### src/rtl/interp_stream_pkg.sv
`default_nettype none
// ============================================================================
//  interp_stream_pkg
//  Shared types and chunk-selection helper for the interpreter stream port.
//  Revision: 1.0
// ============================================================================
package interp_stream_pkg;

    typedef enum logic [2:0] {
        IDLE   = 3'd0,
        SETUP  = 3'd1,
        STROBE = 3'd2,
        ACK    = 3'd3,
        NEXT   = 3'd4
    } ser_state_t;

    localparam int unsigned CHUNK_MAX_W = 256;

    // Returns chunk number idx (in transmission order), right-aligned in the result.
    function automatic logic [CHUNK_MAX_W-1:0] chunk_sel(
        input logic [CHUNK_MAX_W-1:0] word,
        input int unsigned            idx,
        input logic                   msb_first,
        input int unsigned            data_w,
        input int unsigned            out_w
    );
        int unsigned              pos;
        logic [CHUNK_MAX_W-1:0]   mask;
        pos  = msb_first ? (data_w / out_w - 1 - idx) : idx;
        mask = ~({CHUNK_MAX_W{1'b1}} << out_w);
        return (word >> (pos * out_w)) & mask;
    endfunction

endpackage
`default_nettype wire

### src/rtl/interp_stream_port_if.sv
`default_nettype none
// ============================================================================
//  interp_stream_port_if
//  CPU capture, host handshake and status bundle for interp_stream_port.
//  Revision: 1.0
// ============================================================================
interface interp_stream_port_if #(
    parameter int DATA_W = 32,
    parameter int OUT_W  = 8,
    parameter int DEPTH  = 16
);
    logic                     com;
    logic                     mem_to_reg;
    logic [DATA_W-1:0]        read_data;
    logic                     end_flag;
    logic                     host_ready;
    logic [OUT_W-1:0]         out_data;
    logic                     clk_out;
    logic [$clog2(DEPTH):0]   fifo_count;
    logic                     overflow;
    logic                     busy;
    logic                     done;

    modport master (
        output com, mem_to_reg, read_data, end_flag, host_ready,
        input  out_data, clk_out, fifo_count, overflow, busy, done
    );

    modport slave (
        input  com, mem_to_reg, read_data, end_flag, host_ready,
        output out_data, clk_out, fifo_count, overflow, busy, done
    );
endinterface
`default_nettype wire

### src/rtl/sync_fifo.sv
`default_nettype none
// ============================================================================
//  sync_fifo
//  Show-ahead synchronous FIFO; a push while full succeeds only with a pop.
//  Revision: 1.0
// ============================================================================
module sync_fifo #(
    parameter int WIDTH = 32,
    parameter int DEPTH = 16
) (
    input  logic                     clk,
    input  logic                     reset,
    input  logic                     push,
    input  logic                     pop,
    input  logic [WIDTH-1:0]         wdata,
    output logic [WIDTH-1:0]         rdata,
    output logic                     full,
    output logic                     empty,
    output logic [$clog2(DEPTH):0]   count
);
    localparam int AW = $clog2(DEPTH);

    logic [WIDTH-1:0] mem [DEPTH];
    logic [AW-1:0]    wr_ptr;
    logic [AW-1:0]    rd_ptr;
    logic             do_push;
    logic             do_pop;

    assign empty   = (count == '0);
    assign full    = (count == (AW+1)'(DEPTH));
    assign do_pop  = pop & ~empty;
    assign do_push = push & (~full | do_pop);
    assign rdata   = mem[rd_ptr];

    always_ff @(posedge clk or negedge reset) begin
        if (!reset) begin
            wr_ptr <= '0;
            rd_ptr <= '0;
            count  <= '0;
        end else begin
            if (do_push) wr_ptr <= wr_ptr + 1'b1;
            if (do_pop)  rd_ptr <= rd_ptr + 1'b1;
            case ({do_push, do_pop})
                2'b10:   count <= count + 1'b1;
                2'b01:   count <= count - 1'b1;
                default: count <= count;
            endcase
        end
    end

    // Storage needs no reset: pointers and count define validity.
    always_ff @(posedge clk) begin
        if (do_push) mem[wr_ptr] <= wdata;
    end
endmodule
`default_nettype wire

### src/rtl/interp_stream_port.sv
`default_nettype none
// ============================================================================
//  interp_stream_port
//  Buffers CPU load words and streams them to the host as strobed chunks.
//  Revision: 1.0
// ============================================================================
module interp_stream_port
    import interp_stream_pkg::*;
#(
    parameter int DATA_W    = 32,
    parameter int OUT_W     = 8,
    parameter int DEPTH     = 16,
    parameter int MSB_FIRST = 0,
    parameter int STROBE_HI = 2,
    parameter int USE_ACK   = 1
) (
    input  logic                 clk,
    input  logic                 reset,
    interp_stream_port_if.slave  bus
);
    localparam int NCH   = DATA_W / OUT_W;
    localparam int IDX_W = (NCH > 1) ? $clog2(NCH) : 1;
    localparam int CW    = $clog2(DEPTH) + 1;
    localparam int SCW   = $clog2(STROBE_HI + 1);

    generate
        if ((DATA_W % OUT_W) != 0 || DATA_W > int'(CHUNK_MAX_W)) begin : g_bad_width
            $error("interp_stream_port: DATA_W must be a multiple of OUT_W and <= CHUNK_MAX_W");
        end
        if (DEPTH < 2 || (DEPTH & (DEPTH - 1)) != 0) begin : g_bad_depth
            $error("interp_stream_port: DEPTH must be a power of two >= 2");
        end
        if (STROBE_HI < 1) begin : g_bad_strobe
            $error("interp_stream_port: STROBE_HI must be >= 1");
        end
    endgenerate

    logic                    capture;
    logic                    pop;
    logic                    full;
    logic                    empty;
    logic [DATA_W-1:0]       rdata;
    logic [CW-1:0]           count;

    ser_state_t              state, state_nx;
    logic [DATA_W-1:0]       shreg, shreg_nx;
    logic [IDX_W-1:0]        idx, idx_nx;
    logic [OUT_W-1:0]        out_data, out_nx;
    logic                    clk_out, clk_out_nx;
    logic [SCW-1:0]          scnt, scnt_nx;
    logic                    overflow;
    logic                    end_seen;
    logic                    done;
    logic [CHUNK_MAX_W-1:0]  chunk_wide;

    assign capture = bus.com & bus.mem_to_reg;

    sync_fifo #(
        .WIDTH (DATA_W),
        .DEPTH (DEPTH)
    ) u_fifo (
        .clk   (clk),
        .reset (reset),
        .push  (capture),
        .pop   (pop),
        .wdata (bus.read_data),
        .rdata (rdata),
        .full  (full),
        .empty (empty),
        .count (count)
    );

    assign chunk_wide = chunk_sel(CHUNK_MAX_W'(shreg), 32'(idx), (MSB_FIRST != 0),
                                  unsigned'(DATA_W), unsigned'(OUT_W));

    always_ff @(posedge clk or negedge reset) begin
        if (!reset) begin
            state    <= IDLE;
            shreg    <= '0;
            idx      <= '0;
            out_data <= '0;
            clk_out  <= 1'b0;
            scnt     <= '0;
        end else begin
            state    <= state_nx;
            shreg    <= shreg_nx;
            idx      <= idx_nx;
            out_data <= out_nx;
            clk_out  <= clk_out_nx;
            scnt     <= scnt_nx;
        end
    end

    // clk_out is registered, so STROBE spends one extra cycle dropping it before leaving.
    always_comb begin
        state_nx   = state;
        shreg_nx   = shreg;
        idx_nx     = idx;
        out_nx     = out_data;
        clk_out_nx = 1'b0;
        scnt_nx    = '0;
        pop        = 1'b0;
        case (state)
            IDLE: begin
                if (!empty) begin
                    pop      = 1'b1;
                    shreg_nx = rdata;
                    idx_nx   = '0;
                    state_nx = SETUP;
                end
            end
            SETUP: begin
                out_nx   = chunk_wide[OUT_W-1:0];
                state_nx = STROBE;
            end
            STROBE: begin
                if (scnt == SCW'(STROBE_HI)) begin
                    state_nx = (USE_ACK != 0) ? ACK : NEXT;
                end else begin
                    clk_out_nx = 1'b1;
                    scnt_nx    = scnt + 1'b1;
                end
            end
            ACK: begin
                if (bus.host_ready) state_nx = NEXT;
            end
            NEXT: begin
                if (idx == IDX_W'(NCH - 1)) begin
                    state_nx = IDLE;
                end else begin
                    idx_nx   = idx + 1'b1;
                    state_nx = SETUP;
                end
            end
            default: state_nx = IDLE;
        endcase
    end

    always_ff @(posedge clk or negedge reset) begin
        if (!reset) begin
            overflow <= 1'b0;
            end_seen <= 1'b0;
            done     <= 1'b0;
        end else begin
            if (capture && full && !pop)                   overflow <= 1'b1;
            if (bus.end_flag)                              end_seen <= 1'b1;
            if (end_seen && count == '0 && state == IDLE)  done     <= 1'b1;
        end
    end

    assign bus.out_data   = out_data;
    assign bus.clk_out    = clk_out;
    assign bus.fifo_count = count;
    assign bus.overflow   = overflow;
    assign bus.busy       = (state != IDLE) | ~empty;
    assign bus.done       = done;
endmodule
`default_nettype wire

### src/flat_wrapper.sv
// flat-port wrapper written by rule: the top's interface ports become plain ports
module interp_stream_port_flat import interp_stream_pkg::*;
#(
    parameter int DATA_W    = 32,
    parameter int OUT_W     = 8,
    parameter int DEPTH     = 16,
    parameter int MSB_FIRST = 0,
    parameter int STROBE_HI = 2,
    parameter int USE_ACK   = 1
)
  (clk, reset, bus_com, bus_mem_to_reg, bus_read_data, bus_end_flag, bus_host_ready, bus_out_data, bus_clk_out, bus_fifo_count, bus_overflow, bus_busy, bus_done);
  interp_stream_port_if #(.DATA_W(DATA_W), .OUT_W(OUT_W), .DEPTH(DEPTH)) bus_i ();
  input  logic clk;
  input  logic reset;
  input wire logic [$bits(bus_i.com)-1:0] bus_com;
  input wire logic [$bits(bus_i.mem_to_reg)-1:0] bus_mem_to_reg;
  input wire logic [$bits(bus_i.read_data)-1:0] bus_read_data;
  input wire logic [$bits(bus_i.end_flag)-1:0] bus_end_flag;
  input wire logic [$bits(bus_i.host_ready)-1:0] bus_host_ready;
  output wire logic [$bits(bus_i.out_data)-1:0] bus_out_data;
  output wire logic [$bits(bus_i.clk_out)-1:0] bus_clk_out;
  output wire logic [$bits(bus_i.fifo_count)-1:0] bus_fifo_count;
  output wire logic [$bits(bus_i.overflow)-1:0] bus_overflow;
  output wire logic [$bits(bus_i.busy)-1:0] bus_busy;
  output wire logic [$bits(bus_i.done)-1:0] bus_done;
  assign bus_i.com = bus_com;
  assign bus_i.mem_to_reg = bus_mem_to_reg;
  assign bus_i.read_data = bus_read_data;
  assign bus_i.end_flag = bus_end_flag;
  assign bus_i.host_ready = bus_host_ready;
  assign bus_out_data = bus_i.out_data;
  assign bus_clk_out = bus_i.clk_out;
  assign bus_fifo_count = bus_i.fifo_count;
  assign bus_overflow = bus_i.overflow;
  assign bus_busy = bus_i.busy;
  assign bus_done = bus_i.done;
  interp_stream_port #(.DATA_W(DATA_W), .OUT_W(OUT_W), .DEPTH(DEPTH), .MSB_FIRST(MSB_FIRST), .STROBE_HI(STROBE_HI), .USE_ACK(USE_ACK)) u_core (.clk(clk), .reset(reset), .bus(bus_i));
endmodule
### config.mk
export PLATFORM = sky130hd
export DESIGN_NAME = interp_stream_port_flat
export DESIGN_NICKNAME = d
export VERILOG_FILES = /design/src/rtl/interp_stream_pkg.sv /design/src/rtl/interp_stream_port_if.sv /design/src/rtl/sync_fifo.sv /design/src/rtl/interp_stream_port.sv /design/src/flat_wrapper.sv
export SDC_FILE = /design/constraint.sdc
export NUM_CORES = 1
export LEC_CHECK = 0
export CORE_MARGIN = 5
export CORE_UTILIZATION = 40
export DETAILED_ROUTE_END_ITERATION = 8
export SYNTH_ARGS = -nofsm -noshare
export SYNTH_HDL_FRONTEND = slang
export SYNTH_HIERARCHICAL = 1
export SYNTH_SLANG_ARGS = --single-unit
### constraint.sdc
create_clock -name clk -period 8 [get_ports clk]
set_clock_uncertainty 0.05 [all_clocks]
set_input_delay 1.2 -clock clk [delete_from_list [all_inputs] [get_ports clk]]
set_output_delay 1.2 -clock clk [all_outputs]
set_load 0.02 [all_outputs]
==> results.ini <==
[status]
status=complete, no violations

[worst_setup_path]
r2r_slack_ns=3.70
crit_type=reg2reg
crit_end=u_core/u_fifo/mem[3][18]$_DFFE_PP_
worst-path-buf-inv=3
crit_arrival_ns=4.52
rr_startpoint=u_core/u_fifo/count[3]$_DFFE_PN0P_
cp_max_fo=42
r2r.worst_path.cells=9
worstPathCellList=nor4_4 -> nand2b_1 -> inv_1 -> nor4_4 -> buf_4 -> nand3b_1 -> nand2b_1 -> nor3_2 -> buf_4
regToRegEndpoint=u_core/u_fifo/mem[3][18]$_DFFE_PP_
cp_slowest_cell=nor3_2
slowest_delay_ns=0.96
cp-startpoint=u_core/u_fifo/count[3]$_DFFE_PN0P_
start_kind=flop
crit_path_end_kind=flop
path_delay_family=simple AND/OR/NAND/NOR gates
critical_path_required_ns=8.22
crit_cells=9

[finish]
final_common_cell=edfxtp_1
final_cell_mix=edfxtp_1 (512), mux4_2 (136), a22oi_1 (64), dfrtp_1 (62), clkbuf_16 (59)
drive_gt1_frac=0.2681
diodes=0
area_growth_pct=14.72
fin_nets=1148

[die]
rows=86
dieWidth_um=246.5
core_um2=55310
die_h_um=246.5
die-area_um2=60770
start_util=0.4046
ios=55

[power]
switching_share=0.3005
p_per_area_nw_per_um2=355.4
power.internal_w=0.006381
p_leak_nw=8.312
p_switching_w=0.002742
clkPwrFrac=0.293
seq_power_share=0.420
combPwrFrac=0.287
irDropWorstVdd_v=0.0001720

[routing]
drt_pre_antenna_iters=5
final_antenna_net_count=0
first_iter_violations=935
dr_total_vias=10431
drt_wl_total_um=47620
drc=0
viasPerCell=5.499
wl_per_cell_um=25.10

[yosys]
synth_nets=1078
syn_area_um2=22380
async_flop_share=0.1111
netlist_instances=1030
synth_cell_types=46
synth_area_per_cell_um2=21.72
synth-edff-count=512
ys.flop_type=edfxtp_1
ys.warnings.count=6
ys_seq_area_frac=0.7587
synth-seq-cells=576

[clock_network]
cts_root_buffer=clkbuf_16
clock_path_buffers=3
ctsHoldBuffers=0
cts_made_buffers=59
cts-resized-gates=0
cts_tree=built
clkLatencyLatePin_ns=0.62
clock_sink_count=576
cts_max_level=2
cts_setup_buffers=0
clk_pin_slew_worst_paths_ns=0.06

[place]
place_congestion=0.7510
hpwl_um=28730
port_buffers=54

[sta]
rsz0062_at_grt=false
setup_violations=0
finalCritPeriodShare=0.5377
hold_ws_ns=0.4121
maxSlewHeadroom=0.1940
post-route-min-period_ns=4.302
hold_violations=0
fmax_mhz=232.5
tns_ns=0
drv_slew=0
tightest_slew_ns=1.206

[global_routing]
grt_max_degree=96
gr-usage-all-layers=0.1574
first_global_vias=10506
grt_pass1_wl_um=70870
overflow=0
antenna_found_initial=0

[job]
cap_violations=0

[worst_hold_path]
hp-class=reg2reg

[worst min path at each step]
stage | start | endpoint | cells past startpoint
3_5_place_dp | u_core/scnt[0]$_DFF_PN0_ | u_core/scnt[0]$_DFF_PN0_ | 1
5_1_grt | u_core/scnt[0]$_DFF_PN0_ | u_core/scnt[0]$_DFF_PN0_ | 1
6_report | u_core/scnt[0]$_DFF_PN0_ | u_core/scnt[0]$_DFF_PN0_ | 1
2_1_floorplan | u_core/scnt[0]$_DFF_PN0_ | u_core/scnt[0]$_DFF_PN0_ | 1
4_1_cts | u_core/scnt[0]$_DFF_PN0_ | u_core/scnt[0]$_DFF_PN0_ | 1
3_3_place_gp | u_core/scnt[0]$_DFF_PN0_ | u_core/scnt[0]$_DFF_PN0_ | 1
[metal layers]
layer,part of all wire,track usage
met5,0,0
met4,0.018,0.03971
met3,0.060,0.03027
met2,0.45,0.2266
met1,0.47,0.2482
[area by class of cell]
type                       instances  area (um^2)
inverter                          10        37.54
tap                              748        935.9
timing repair buffer              65        633.1
clock buffer                      73         1549
sequential                       576        16980
clock inverter                    37        352.8
fill                            4590        29640
multi-input combinational        388         5179
[synth_stat cells, types with 3 or more instances]
| master | instances | area, um^2 |
|---|---|---|
| xnor2_1 | 8 | 70.07 |
| buf_2 | 8 | 40.04 |
| nand2_1 | 42 | 157.7 |
| inv_1 | 10 | 37.54 |
| ha_1 | 9 | 112.6 |
| nor2b_1 | 3 | 18.77 |
| buf_4 | 6 | 45.04 |
| nand2b_1 | 7 | 43.79 |
| buf_1 | 10 | 37.54 |
| mux2_2 | 15 | 168.9 |
| clkbuf_1 | 22 | 82.58 |
| dfrtp_1 | 64 | 1602 |
| nor3_1 | 8 | 40.04 |
| mux2i_1 | 3 | 30.03 |
| nor2_1 | 19 | 71.32 |
| buf_6 | 10 | 112.6 |
| a22oi_1 | 64 | 480.5 |
| mux4_2 | 136 | 3063 |
| a21oi_1 | 3 | 15.01 |
| and2_1 | 3 | 18.77 |
| edfxtp_1 | 512 | 15370 |
| mux2_4 | 28 | 420.4 |
| nand3_1 | 11 | 55.05 |
[registers in the layout, summed over array words and instances (netlist names)]
signal and count:
u_core/idx 2, u_core/u_fifo/count 5, u_core/u_fifo/wr_ptr 4, u_core/end_seen 1
u_core/shreg 32, u_core/bus.clk_out 1, u_core/state 3, u_core/scnt 2
u_core/bus.overflow 1, u_core/u_fifo/rd_ptr 4, u_core/bus.done 1, u_core/bus.out_data 8
u_core/u_fifo/mem 512
[cells by family after synthesis]
kind of cell	count (synthesis)	share of synthesized area
buffers and inverters	66	0.01588
flip-flops	576	0.7587
adder cells (fa/ha/maj)	10	0.005927
AO/OA/AOI/OAI	85	0.02919
XOR/XNOR	9	0.003523
AND/OR/NAND/NOR	102	0.02226
multiplexers	182	0.1646
[power by group through the flow]
stage                     logic, W  registers [W]  clock network [W]
after floorplan            0.00191        0.00379                  0
after global routing       0.00281        0.00387            0.00286
after detailed placement   0.00265        0.00390                  0
after global placement     0.00263        0.00389                  0
final                      0.00262        0.00383            0.00267
after CTS                  0.00266        0.00384            0.00274
[through the flow]
| stage | util | power (W) | cell area, um^2 | setup slack, ns | std cells |
|---|---|---|---|---|---|
| after CTS | 0.4641 | 0.009243 | 25670 | 3.648 | 1897 |
| after floorplan | - | 0.005702 | 22380 | 3.270 | 1030 |
| final | 0.4641 | 0.009123 | 25670 | 3.698 | 1897 |
| after global routing | 0.4641 | 0.009543 | 25670 | 3.415 | 1897 |
| after detailed placement | 0.4298 | 0.006554 | 23770 | 3.678 | 1787 |
| after global placement | 0.4298 | 0.006514 | 23770 | 3.844 | 1787 |
No activity file was read; power rests on OpenSTA's default activity.
